<file path="config.mk">
export PLATFORM = sky130hd
export DESIGN_NAME = rvfi_imem_arbiter
export DESIGN_NICKNAME = d
export VERILOG_FILES = /design/src/rtl/rvfi_imem_arbiter.sv
export SDC_FILE = /design/constraint.sdc
export NUM_CORES = 1
export LEC_CHECK = 0
export ABC_AREA = 0
export CORE_UTILIZATION = 40
export CTS_CLUSTER_DIAMETER = 80
export DETAILED_ROUTE_END_ITERATION = 8
export PLACE_DENSITY = 0.81
export SETUP_SLACK_MARGIN = 0.1
export SLEW_MARGIN = 20
export SYNTH_ARGS = -nofsm -noshare
export SYNTH_HDL_FRONTEND = slang
export SYNTH_SLANG_ARGS = --single-unit
</file>
<file path="constraint.sdc">
create_clock -name clk -period 3.35 [get_ports clk]
set_input_delay 0.335 -clock clk [delete_from_list [all_inputs] [get_ports clk]]
set_output_delay 0.335 -clock clk [all_outputs]
set_load 0.02 [all_outputs]
</file>
<file path="src/rtl/rvfi_imem_arbiter.sv">
// rvfi_imem_arbiter
// Shares one single-port, word-wide memory between an instruction-fetch port
// (port 0) and a data/debug read port (port 1). Arbitration is round-robin
// with a single outstanding transaction. Port 0 read data gets the imem
// halfword overlay so fetched instructions agree with the formal harness's
// imem_addr/imem_data pair. A wait-cycle watchdog aborts a memory that never
// answers and reports it as an error response plus a sticky timeout flag.
module rvfi_imem_arbiter #(
    parameter int XLEN     = 32,
    parameter int MAX_WAIT = 15
) (
    input  logic            clk,
    input  logic            resetn,
    input  logic            req0_valid,
    output logic            req0_ready,
    input  logic [XLEN-1:0] req0_addr,
    output logic            rsp0_valid,
    output logic [31:0]     rsp0_data,
    output logic            rsp0_err,
    input  logic            req1_valid,
    output logic            req1_ready,
    input  logic [XLEN-1:0] req1_addr,
    output logic            rsp1_valid,
    output logic [31:0]     rsp1_data,
    output logic            rsp1_err,
    output logic            mem_valid,
    input  logic            mem_ready,
    output logic [XLEN-1:0] mem_addr,
    input  logic            mem_rvalid,
    input  logic [31:0]     mem_rdata,
    input  logic [XLEN-1:0] imem_addr,
    input  logic [15:0]     imem_data,
    output logic            busy,
    output logic            timeout
);

    // Counter is at least one bit wide so MAX_WAIT = 0 (watchdog off) still elaborates.
    localparam int            CW         = (MAX_WAIT < 1) ? 1 : $clog2(MAX_WAIT + 1);
    localparam logic [CW-1:0] WAIT_LIMIT = CW'(MAX_WAIT);
    localparam logic          WD_ENABLE  = (MAX_WAIT != 0);

    localparam logic [1:0] S_IDLE = 2'd0;
    localparam logic [1:0] S_REQ  = 2'd1;
    localparam logic [1:0] S_RESP = 2'd2;

    logic [1:0]      r_state;
    logic            r_last_grant;
    logic            r_port;
    logic            r_mem_valid;
    logic [XLEN-1:0] r_mem_addr;
    logic [CW-1:0]   r_wait_cnt;
    logic            r_rsp0_valid;
    logic [31:0]     r_rsp0_data;
    logic            r_rsp0_err;
    logic            r_rsp1_valid;
    logic [31:0]     r_rsp1_data;
    logic            r_rsp1_err;
    logic            r_timeout;

    logic [1:0]      w_next_state;
    logic            w_grant;
    logic            w_idle;
    logic            w_accept0;
    logic            w_accept1;
    logic            w_accept;
    logic            w_done;
    logic            w_expire;
    logic [XLEN-1:0] w_req_addr;
    logic [XLEN-1:0] w_word_addr;
    logic [31:0]     w_rdata0;
    logic            w_unused_bits;

    // Replace the halfword selected by ov_addr[1] when ov_addr lies in the word being read.
    function automatic logic [31:0] f_overlay(
        input logic [31:0]     rdata,
        input logic [XLEN-1:0] word_addr,
        input logic [XLEN-1:0] ov_addr,
        input logic [15:0]     ov_data
    );
        logic [31:0] v_data;
        v_data = rdata;
        if ({ov_addr[XLEN-1:2], 2'b00} == word_addr) begin
            if (ov_addr[1]) begin
                v_data[31:16] = ov_data;
            end else begin
                v_data[15:0] = ov_data;
            end
        end else begin
            v_data = rdata;
        end
        return v_data;
    endfunction

    assign w_idle      = (r_state == S_IDLE);
    assign w_accept0   = w_idle && req0_valid && (w_grant == 1'b0);
    assign w_accept1   = w_idle && req1_valid && (w_grant == 1'b1);
    assign w_accept    = w_accept0 || w_accept1;
    assign w_req_addr  = w_accept1 ? req1_addr : req0_addr;
    assign w_word_addr = {w_req_addr[XLEN-1:2], 2'b00};
    assign w_done      = (r_state == S_RESP) && mem_rvalid;
    assign w_expire    = WD_ENABLE && !w_idle && (r_wait_cnt == WAIT_LIMIT) && !w_done;
    assign w_rdata0    = f_overlay(mem_rdata, r_mem_addr, imem_addr, imem_data);

    // Byte-offset bits of request addresses never reach the word-wide memory.
    assign w_unused_bits = ^{w_req_addr[1:0], imem_addr[0]};

    // Round-robin pick: a lone requester wins, a tie goes to the port not granted last.
    always_comb begin
        w_grant = 1'b0;
        if (req0_valid && req1_valid) begin
            w_grant = ~r_last_grant;
        end else if (req1_valid) begin
            w_grant = 1'b1;
        end else begin
            w_grant = 1'b0;
        end
    end

    // Transaction sequencing: accept in IDLE, address phase in REQ, data phase in RESP.
    always_comb begin
        w_next_state = r_state;
        case (r_state)
            S_IDLE: begin
                if (w_accept) begin
                    w_next_state = S_REQ;
                end else begin
                    w_next_state = S_IDLE;
                end
            end
            S_REQ: begin
                if (w_expire) begin
                    w_next_state = S_IDLE;
                end else if (mem_ready) begin
                    w_next_state = S_RESP;
                end else begin
                    w_next_state = S_REQ;
                end
            end
            S_RESP: begin
                if (w_done || w_expire) begin
                    w_next_state = S_IDLE;
                end else begin
                    w_next_state = S_RESP;
                end
            end
            default: begin
                w_next_state = S_IDLE;
            end
        endcase
    end

    // State register.
    always_ff @(posedge clk) begin
        if (!resetn) begin
            r_state <= S_IDLE;
        end else begin
            r_state <= w_next_state;
        end
    end

    // Remember the accepted port and the round-robin history.
    always_ff @(posedge clk) begin
        if (!resetn) begin
            r_last_grant <= 1'b1;
            r_port       <= 1'b0;
        end else if (w_accept) begin
            r_last_grant <= w_accept1;
            r_port       <= w_accept1;
        end else begin
            r_last_grant <= r_last_grant;
            r_port       <= r_port;
        end
    end

    // Memory request side: valid for the whole REQ phase, address held stable.
    always_ff @(posedge clk) begin
        if (!resetn) begin
            r_mem_valid <= 1'b0;
            r_mem_addr  <= {XLEN{1'b0}};
        end else begin
            r_mem_valid <= (w_next_state == S_REQ);
            if (w_accept) begin
                r_mem_addr <= w_word_addr;
            end else begin
                r_mem_addr <= r_mem_addr;
            end
        end
    end

    // Watchdog: cycles spent in REQ+RESP, zeroed whenever the arbiter is or goes idle.
    always_ff @(posedge clk) begin
        if (!resetn) begin
            r_wait_cnt <= {CW{1'b0}};
        end else if (w_idle || (w_next_state == S_IDLE)) begin
            r_wait_cnt <= {CW{1'b0}};
        end else begin
            r_wait_cnt <= r_wait_cnt + {{(CW-1){1'b0}}, 1'b1};
        end
    end

    // Registered response pulses; data holds between pulses, error responses carry zero data.
    always_ff @(posedge clk) begin
        if (!resetn) begin
            r_rsp0_valid <= 1'b0;
            r_rsp0_data  <= 32'h0000_0000;
            r_rsp0_err   <= 1'b0;
            r_rsp1_valid <= 1'b0;
            r_rsp1_data  <= 32'h0000_0000;
            r_rsp1_err   <= 1'b0;
        end else begin
            r_rsp0_valid <= (w_done || w_expire) && (r_port == 1'b0);
            r_rsp1_valid <= (w_done || w_expire) && (r_port == 1'b1);
            r_rsp0_err   <= w_expire && (r_port == 1'b0);
            r_rsp1_err   <= w_expire && (r_port == 1'b1);
            if (w_done && (r_port == 1'b0)) begin
                r_rsp0_data <= w_rdata0;
            end else if (w_expire && (r_port == 1'b0)) begin
                r_rsp0_data <= 32'h0000_0000;
            end else begin
                r_rsp0_data <= r_rsp0_data;
            end
            if (w_done && (r_port == 1'b1)) begin
                r_rsp1_data <= mem_rdata;
            end else if (w_expire && (r_port == 1'b1)) begin
                r_rsp1_data <= 32'h0000_0000;
            end else begin
                r_rsp1_data <= r_rsp1_data;
            end
        end
    end

    // Sticky record that the watchdog has ever fired.
    always_ff @(posedge clk) begin
        if (!resetn) begin
            r_timeout <= 1'b0;
        end else if (w_expire) begin
            r_timeout <= 1'b1;
        end else begin
            r_timeout <= r_timeout;
        end
    end

    assign req0_ready = w_accept0;
    assign req1_ready = w_accept1;
    assign mem_valid  = r_mem_valid;
    assign mem_addr   = r_mem_addr;
    assign rsp0_valid = r_rsp0_valid;
    assign rsp0_data  = r_rsp0_data;
    assign rsp0_err   = r_rsp0_err;
    assign rsp1_valid = r_rsp1_valid;
    assign rsp1_data  = r_rsp1_data;
    assign rsp1_err   = r_rsp1_err;
    assign busy       = !w_idle;
    assign timeout    = r_timeout;

endmodule

</file>
After elaboration in Yosys (flattened, before gate mapping)
Index checks and enable logic that the tools add are counted.
{ "totals": {"reg_bits": 108, "input_bits": 150} }
{ "op_classes": {"n_bitwise": 4, "n_reduce_logical": 24, "eq_ne": 5, "addsub": 1, "mux": 15} }
{ "op_table": {"columns": ["operator", "n"], "rows": [
  ["32-bit 2-to-1 mux", 6],
  ["16-bit 2-to-1 mux", 2],
  ["30-bit == test", 1],
  ["1-bit logical AND", 14],
  ["2-bit 2-to-1 mux", 3],
  ["2-bit one-hot mux with 3 select lines", 1],
  ["4-bit by 1-bit adder with 4-bit output (second input constant)", 1],
  ["2-bit by 1-bit == test with 1-bit output (second input constant)", 2],
  ["4-bit == test (second input constant)", 1],
  ["2-bit zero test", 2],
  ["1-bit NOT", 4],
  ["2-bit nonzero test", 2],
  ["1-bit logical OR", 3],
  ["1-bit 2-to-1 mux", 3],
  ["2-bit == test (second input constant)", 1],
  ["1-bit zero test", 2],
  ["2-bit OR reduction", 1]
]} }

Longest topological paths before layout
Gate-level depths: netlist of run 1.
{ "logic_depth": {"depth_word": 10, "depth_mapped": 7, "mapped_depth_nobuf": 6} }

Worst setup path before layout of run 1
OpenSTA, ideal clock, no wires.
{ "synth_path": {"path_type": "register -> register", "start": "register r_mem_addr[4], in the netlist mem_addr[4]", "end": "register r_rsp0_data[10], in the netlist rsp0_data[10]", "required_time_ps": 3228, "synth_period_minus_slack_ps": 1941, "arrival_ps": 1819, "stages_incl_launch_ff": 8, "path_slack_ps": 1409, "path_cell_list": "dfxtp_1 xnor2_1 nand4_1 or4_1 buf_6 buf_12 o211ai_2 nand3_1"} }
{ "synth_between": {"elab_chain_cells": 3} }
{ "synth_lines": {"columns": ["element", "line_no", "source"], "rows": [
  ["from (decl)", "50", "logic [XLEN-1:0] r_mem_addr;"],
  ["from (signal assigned)", "179", "r_mem_addr <= {XLEN{1'b0}};"],
  ["from (signal assigned)", "183", "r_mem_addr <= w_word_addr;"],
  ["from (signal assigned)", "185", "r_mem_addr <= r_mem_addr;"],
  ["30-bit == test", "82", "if ({ov_addr[XLEN-1:2], 2'b00} == word_addr) begin"],
  ["32-bit 2-to-1 mux", "82", null],
  ["32-bit 2-to-1 mux", "215", "if (w_done && (r_port == 1'b0)) begin"],
  ["to (signal assigned)", "216", "r_rsp0_data <= w_rdata0;"],
  ["to (signal assigned)", "220", "r_rsp0_data <= r_rsp0_data;"],
  ["to (decl)", "53", "logic [31:0] r_rsp0_data;"]
]} }
No other way between the ends.
A chain may end at the register's enable or synchronous reset.

Worst setup path after layout of run 1
{ "layout_path": {"start": "input port imem_addr[4]", "end": "register r_rsp0_data[1], in the netlist rsp0_data[1]"} }
{ "layout_between": {"elab_chain_cells": 3} }
{ "layout_lines": {"columns": ["element", "line_no", "source"], "rows": [
  ["from (decl)", "31", "input logic [XLEN-1:0] imem_addr,"],
  ["30-bit == test", "82", null],
  ["32-bit 2-to-1 mux", "82", null],
  ["32-bit 2-to-1 mux", "215", null]
]} }
No other way between the ends.

==> impl_summary.txt, run 1 <==
----------------------------------------------------
[Synthesis]
  Most numerous cell in the Yosys netlist ... dfxtp_1
  Dominant cells by area after synthesis ... dfxtp_1, mux2i_1, nor2_1
  Proportion of synthesized flip-flops having asynchronous set or reset ... 0%
  Area fraction of the dominant cell type after synthesis ... 43.98%
  Sequential-to-total area share from yosys stat ... 43.98%
  Number of synthesized flops with an enable pin ... 0
  Mean instance size in the synthesized netlist ... 9.137 um2
  Post-synthesis register bit count ... 108
  Number of distinct library cell variants in the gate-level netlist after synthesis ... 38
  Area share of and/or/nand/nor cells after synthesis ... 19.24%
  Synth Warn # ... 0
  Portion of netlist area occupied by mux cells ... 6.108%
  Post-synth top flop ... dfxtp_1
  Cell count after synthesis ... 538
  Synthesized cell area ... 4916 um2
  Compound-gate portion of the synthesized area ... 19.22%
  Most frequent cells after synthesis ... dfxtp_1, nor2_1, nand3_1
  Dominant combinational cell family by area after synthesis ... simple AND/OR/NAND/NOR gates
  Share of the synthesized netlist area taken by xor and xnor gates ... 5.701%
  Cell taking the most area after synthesis ... dfxtp_1
  Synthesized-area fraction occupied by adder cells ... 0.2545%

[Drt]
  Remaining number of nets flagged by the antenna check after routing ... 0
  Drt first-iter violations ... 371
  Residual DRC count ... 0
  Number of detailed-routing iterations run before antenna repair ... 5
  Routed WL per cell ... 18.34 um
  Number of vias after detailed routing ... 4956
  Total routed wirelength ... 16.82 mm
  Vias/cell ... 5.405

[Critical path]
  Count of buffer and inverter cells on the critical path ... 1
  Type of the worst setup path ... input port to flip-flop
  Cell Chain, Critical Path ... clkdlybuf4s50_1, xnor2_1, nand4_1, or4_1, o211ai_1, nand3_1
  Reg-to-reg critical path startpoint ... mem_addr[4]
  R2R Setup Slk ... 0.96 ns
  Required time worst endpoint ... 3.58 ns
  Setup crit end kind ... flip-flop
  Crit-path max FO ... 16
  Largest delay contributor family on the critical path ... simple AND/OR/NAND/NOR gates
  Number of cells traversed by the worst register-to-register path ... 5
  Endpoint of the lowest-slack register-to-register path ... rsp0_data[1]
  Startpoint Class ... input port
  Crit path max-delay cell type ... or4_1
  Critical path arrival ... 2.65 ns
  Worst stage delay on the critical path ... 0.99 ns

[Global route]
  Antenna violations before repair ... 1
  All-layer global routing usage ... 26.00%
  Wire length of the first global-routing pass ... 25.76 mm
  Via count of the first global-routing pass ... 4940
  Pin count of the biggest net entering global routing ... 61
  Global route total overflow ... 0

[Job]
  Number of maximum-capacitance violations ... 0

[Pwr]
  Ratio of total power to cell area ... 420.4 nW/um2
  Portion of total power attributed to the clock network ... 35.3%
  Internal power ... 2.375 mW
  Switching share of total power ... 27.16%
  Sequential share of power ... 43.1%
  Switching power summed over all nets ... 0.8854 mW
  VDD IR-drop max ... 250.0 uV
  Combinational Power Share ... 21.6%
  Leakage power of the design ... 3.017 nW

[STA]
  Final period util ... 72.44%
  Final count of negative-setup-slack endpoints ... 0
  Max-slew headroom at the worst pin ... 41.87%
  Unrepaired setup endpoints after global routing ... no
  Post-route clock skew ... 0.004332 ns
  Count of final hold-check violations ... 0
  Final critical path time including I/O delays and setup ... 2.427 ns
  Final Slew Violations ... 0
  Final critical-path setup slack ... 0.9234 ns
  Maximum achievable frequency ... 0.4121 GHz
  Setup tns final ... 0 ns
  Transition time at the pin with the least slew margin ... 0.8719 ns

[Placement]
  Quantity of I/O buffers inserted on ports ... 247
  Setup Slack @ Placement ... 0.5212 ns
  Number of placed cells counting well taps ... 900
  Half-perimeter wire length of the detailed placement result ... 12.57 mm
  Weighted congestion reported at the end of routability-driven placement ... 0.8871

[Floorplanning]
  Initial core utilization ... 40.93%
  Num ports ... 255
  Core region area ... 12010 um2
  Die width ... 112.9 um
  FP Rows ... 40
  Chip height ... 112.9 um
  Die footprint ... 12740 um2

[Clock network]
  Buffers from clock root to sink, at most ... 2
  TritonCTS buffer count ... 9
  Number of gates resized after cts ... 0
  H-tree depth ... 3
  Clock tree from TritonCTS ... yes
  Hold-fix buffer count after cts ... 0
  CTS Root Buffer Type ... clkbuf_16
  Clock sink total ... 108
  Buffer count from post-CTS setup fixing ... 0
  Clock Latency Late Sink ... 0.34 ns
  Clock-pin transition on the worst setup and hold timing paths ... 0.07 ns

[Final layout]
  Utilization of the core after routing ... 64.57%
  Net count, final ... 915
  Number of filler instances in the final layout ... 964
  Area Overhead vs Synth ... 57.78%
  Post-route non-filler standard cell count ... 917
  Layout cell share with drive strength beyond 1 ... 6.112%

[Min path]
  Worst min-delay path endpoint ... rsp0_data[13]
  Hold crit path type ... flip-flop to flip-flop
  Worst min-delay path startpoint ... rsp0_data[13]
  Number of cells on the worst hold path ... 2

[Status]
  Result of the run ... complete, no violations

----------------------------------------------------
registers in the layout, indices dropped and copies added, names as in the netlist:
| name | flops |
|---|---|
| r_state | 2 |
| timeout | 1 |
| rsp0_valid | 1 |
| rsp1_valid | 1 |
| r_last_grant | 1 |
| mem_addr | 30 |
| r_wait_cnt | 4 |
| mem_valid | 1 |
| rsp1_err | 1 |
| rsp0_err | 1 |
| rsp0_data | 32 |
| r_port | 1 |
| rsp1_data | 32 |
through the flow:
stage	total power [mW]	hold WS, ns	instance area [um2]
detailed placement	2.135	0.4396	7431
floorplan	1.760	0.4176	4920
global route	3.391	0.4720	7756
global placement	2.122	0.4279	7430
finish	3.261	0.4515	7756
CTS	3.276	0.4560	7754
layer usage:
metal	wire, um	global-route usage, %	vias up
li1	-	-	2385
met1	6582	29.58	2290
met2	8210	44.90	244
met3	1506	7.606	37
met4	522	12.28	0
met5	0	0	-
final cells by class:
cell class,count,area [um2],area share (%)
clock buffers,9,225.2,2.904
flip-flops and latches,108,2162,27.88
diodes,1,2.502,0.03226
multi-input cells,379,2500,32.23
inverters,8,30.03,0.3872
repair buffers,258,2555,32.94
well taps,147,183.9,2.371
clock inverters,7,97.59,1.258
cell usage in the layout, fill, tap and decap left out, types with 2 or more instances in the layout:
| master | instances |
|---|---|
| nor2_1 | 73 |
| a211oi_1 | 30 |
| and2_1 | 17 |
| nor4_4 | 2 |
| or4_1 | 2 |
| nand3_1 | 36 |
| a22oi_1 | 32 |
| nor2b_1 | 2 |
| conb_1 | 2 |
| clkinvlp_4 | 2 |
| o211ai_1 | 8 |
| bufinv_16 | 2 |
| inv_1 | 7 |
| nand3b_1 | 2 |
| and3_1 | 3 |
| o211ai_2 | 10 |
| nand4_1 | 11 |
| inv_6 | 2 |
| a221o_1 | 16 |
| dfxtp_1 | 108 |
| nand2b_1 | 2 |
| nand2_1 | 36 |
| mux2i_1 | 30 |
| o21ai_0 | 3 |
| clkdlybuf4s50_1 | 247 |
| o21a_2 | 2 |
| clkbuf_16 | 9 |
| buf_4 | 11 |
| a21oi_1 | 18 |
| nor4_2 | 2 |
| xnor2_1 | 31 |
worst max path at each step:
stage	start	to	slack [ns]	depth (start not counted)
finish	imem_addr[4]	rsp0_data[1]	0.92	6
global route	imem_addr[24]	rsp0_data[3]	0.77	6
CTS	imem_addr[4]	rsp0_data[5]	0.90	6
detailed placement	imem_addr[4]	rsp0_data[1]	0.52	6
global placement	imem_addr[29]	rsp0_data[0]	0.63	6
floorplan	mem_addr[4]	rsp0_data[10]	1.41	7
cell families (layout without fill, tap and decap cells):
group                    after synthesis  in the layout
adder cells (fa/ha/maj)                1              1
buffers and inverters                 52            282
multiplexers                          30             30
flip-flops                           108            108
other                                  1              3
AND/OR/NAND/NOR                      193            193
AO/OA/AOI/OAI                        121            121
XOR/XNOR                              32             32
worst min-delay path, delay by kind of cell (launching register included):
kind / cells / cell delay (ns)
flip-flops: 1 / 0.33
AND/OR/NAND/NOR: 2 / 0.10
power groups by stage:
stage | Clock (mW) | Sequential, mW | Combinational, mW
after floorplan | 0 | 1.49 | 0.269
after global placement | 0 | 1.43 | 0.692
after detailed placement | 0 | 1.43 | 0.702
after CTS | 1.17 | 1.40 | 0.706
after global routing | 1.23 | 1.41 | 0.750
final | 1.15 | 1.40 | 0.704
(Power assumes the default switching activity.)
==> inputs of run 2 (changes only) <==
- clock period: 3.35 -> 2.3 ns (I/O delays scaled with it)
==> impl_summary.txt, run 2 (synthesis gave the netlist of run 1 again) <==
----------------------------------------------------
[Critical path]
  Type of the worst setup path ... flip-flop to primary output
  Crit path max-delay cell type ... clkdlybuf4s50_1
  R2R Setup Slk ... 0.27 ns
  Crit-path max FO ... 8
  Cell Chain, Critical Path ... nor2_2, inv_1, nor2_1, clkdlybuf4s50_1
  Required time worst endpoint ... 2.07 ns
  Worst stage delay on the critical path ... 0.63 ns
  Critical path arrival ... 1.83 ns
  Crit path from ... r_state[0]
  Setup crit end kind ... primary output
  Critical Path End ... req0_ready
  Reg-to-reg critical path startpoint ... mem_addr[10]
  Startpoint Class ... flip-flop
  Number of cells traversed by the worst register-to-register path ... 7
  Endpoint of the lowest-slack register-to-register path ... rsp0_data[1]

[Drt]
  Number of vias after detailed routing ... 5009
  Remaining number of nets flagged by the antenna check after routing ... 0
  Number of detailed-routing iterations run before antenna repair ... 4
  Routed WL per cell ... 18.31 um
  Vias/cell ... 5.415
  Total routed wirelength ... 16.94 mm
  Residual DRC count ... 0
  Drt first-iter violations ... 331

[Clock network]
  TritonCTS buffer count ... 9
  Buffer count from post-CTS setup fixing ... 0
  Clock-pin transition on the worst setup and hold timing paths ... 0.07 ns
  Clock tree from TritonCTS ... yes
  Clock Latency Late Sink ... 0.35 ns
  Hold-fix buffer count after cts ... 0
  Buffers from clock root to sink, at most ... 2
  H-tree depth ... 3
  CTS Root Buffer Type ... clkbuf_16
  Clock sink total ... 108

[Placement]
  Number of placed cells counting well taps ... 908
  Quantity of I/O buffers inserted on ports ... 247
  Weighted congestion reported at the end of routability-driven placement ... 0.8817
  Setup Slack @ Placement ... -0.03547 ns
  Half-perimeter wire length of the detailed placement result ... 12.68 mm

[Pwr]
  Leakage power of the design ... 3.074 nW
  Total power draw ... 4.665 mW
  Ratio of total power to cell area ... 592.2 nW/um2
  VDD IR-drop max ... 367.4 uV

[STA]
  Final period util ... 89.60%
  Final critical-path setup slack ... 0.2391 ns
  Final critical path time including I/O delays and setup ... 2.061 ns
  Post-route clock skew ... 0.004531 ns
  Maximum achievable frequency ... 0.4852 GHz
  Final Slew Violations ... 0
  Unrepaired setup endpoints after global routing ... no
  Max-slew headroom at the worst pin ... 59.15%
  Count of final hold-check violations ... 0
  Transition time at the pin with the least slew margin ... 0.6118 ns
  Final count of negative-setup-slack endpoints ... 0

[Floorplanning]
  FP Rows ... 40
  Chip height ... 112.9 um
  Core region area ... 12010 um2
  Die width ... 112.9 um
  Die footprint ... 12740 um2
  Initial core utilization ... 40.93%
  Num ports ... 255

[Final layout]
  Post-route non-filler standard cell count ... 925
  Net count, final ... 923
  Commonest non-fill, non-tap cells in the layout ... clkdlybuf4s50_1, dfxtp_1, nor2_1
  Layout cell share with drive strength beyond 1 ... 6.950%
  Number of filler instances in the final layout ... 971
  Area Overhead vs Synth ... 60.27%
  Most common cell after layout, fill and taps aside ... clkdlybuf4s50_1

[Global route]
  Pin count of the biggest net entering global routing ... 61
  Antenna violations before repair ... 1
  All-layer global routing usage ... 26.65%
  Global route total overflow ... 0
  Via count of the first global-routing pass ... 5008
  Wire length of the first global-routing pass ... 26.37 mm

[Status]
  Result of the run ... complete, no violations

[Job]
  Number of maximum-capacitance violations ... 0

[Min path]
  Hold crit path type ... flip-flop to flip-flop

----------------------------------------------------
-- run 2: cell types whose count changed in the layout (fill, tap and decap cells not counted), sizes merged --
| cell | previous run | this run |
|---|---|---|
| buf | 11 | 19 |
| clkbuf | 9 | 12 |
| clkinv | 1 | 3 |
| clkinvlp | 2 | 0 |
| inv | 10 | 8 |
| bufinv | 2 | 1 |
-- run 2: what timing repair did --
item | 4_1_cts | 5_1_grt
resized for setup | 0 | 2
endpoints found under the hold margin | 0 | 0
endpoints found under the setup margin | 0 | 14
-- run 2: routing by layer --
| layer | wire (um) | vias to the layer above | track usage [%] |
|---|---|---|---|
| met4 | 338 | 0 | 8.596 |
| met5 | 0 | - | 0 |
| met2 | 8489 | 232 | 47.45 |
| met3 | 1569 | 28 | 9.213 |
| met1 | 6538 | 2347 | 29.79 |
| li1 | - | 2402 | - |
-- run 2: power breakdown --
part | internal [mW] | total [mW] | switching [mW]
logic | 0.562 | 1.05 | 0.492
clock network | 0.874 | 1.56 | 0.689
registers | 1.96 | 2.05 | 0.0874
total | 3.40 | 4.67 | 1.27
-- run 2: worst min path at each step --
stage                     to           from  slack [ns]  cells after the start
2_1_floorplan     r_state[1]         resetn        0.37                      2
3_3_place_gp   r_wait_cnt[0]  r_wait_cnt[0]        0.43                      1
3_5_place_dp    rsp0_data[5]   rsp0_data[5]        0.44                      2
4_1_cts         rsp0_data[5]   rsp0_data[5]        0.46                      2
5_1_grt         rsp0_data[5]   rsp0_data[5]        0.48                      2
6_report        rsp0_data[5]   rsp0_data[5]        0.45                      2
-- run 2: cell type report --
class | count | area, um2 | area share (%)
clock inverter | 4 | 48.80 | 0.6193
timing repair buffer | 266 | 2703 | 34.30
multi-input combinational | 379 | 2502 | 31.76
clock buffer | 12 | 246.5 | 3.128
antenna | 1 | 2.502 | 0.03176
tap | 147 | 183.9 | 2.334
sequential | 108 | 2162 | 27.44
inverter | 8 | 30.03 | 0.3811
-- run 2: metrics by stage --
step	utilization (%)	hold slack (ns)	area [um2]	setup TNS [ns]
2_1_floorplan	-	0.3715	4920	0
3_3_place_gp	63.08	0.4292	7577	0
3_5_place_dp	63.08	0.4409	7577	-0.1966
4_1_cts	65.54	0.4551	7873	0
5_1_grt	65.59	0.4800	7879	0
6_report	65.59	0.4508	7879	0
-- run 2: critical path: cells and delay by family (launching register included) --
family,cells,cell delay [ns]
flip-flops,1,0.38
buffers and inverters,2,0.74
AND/OR/NAND/NOR,2,0.35
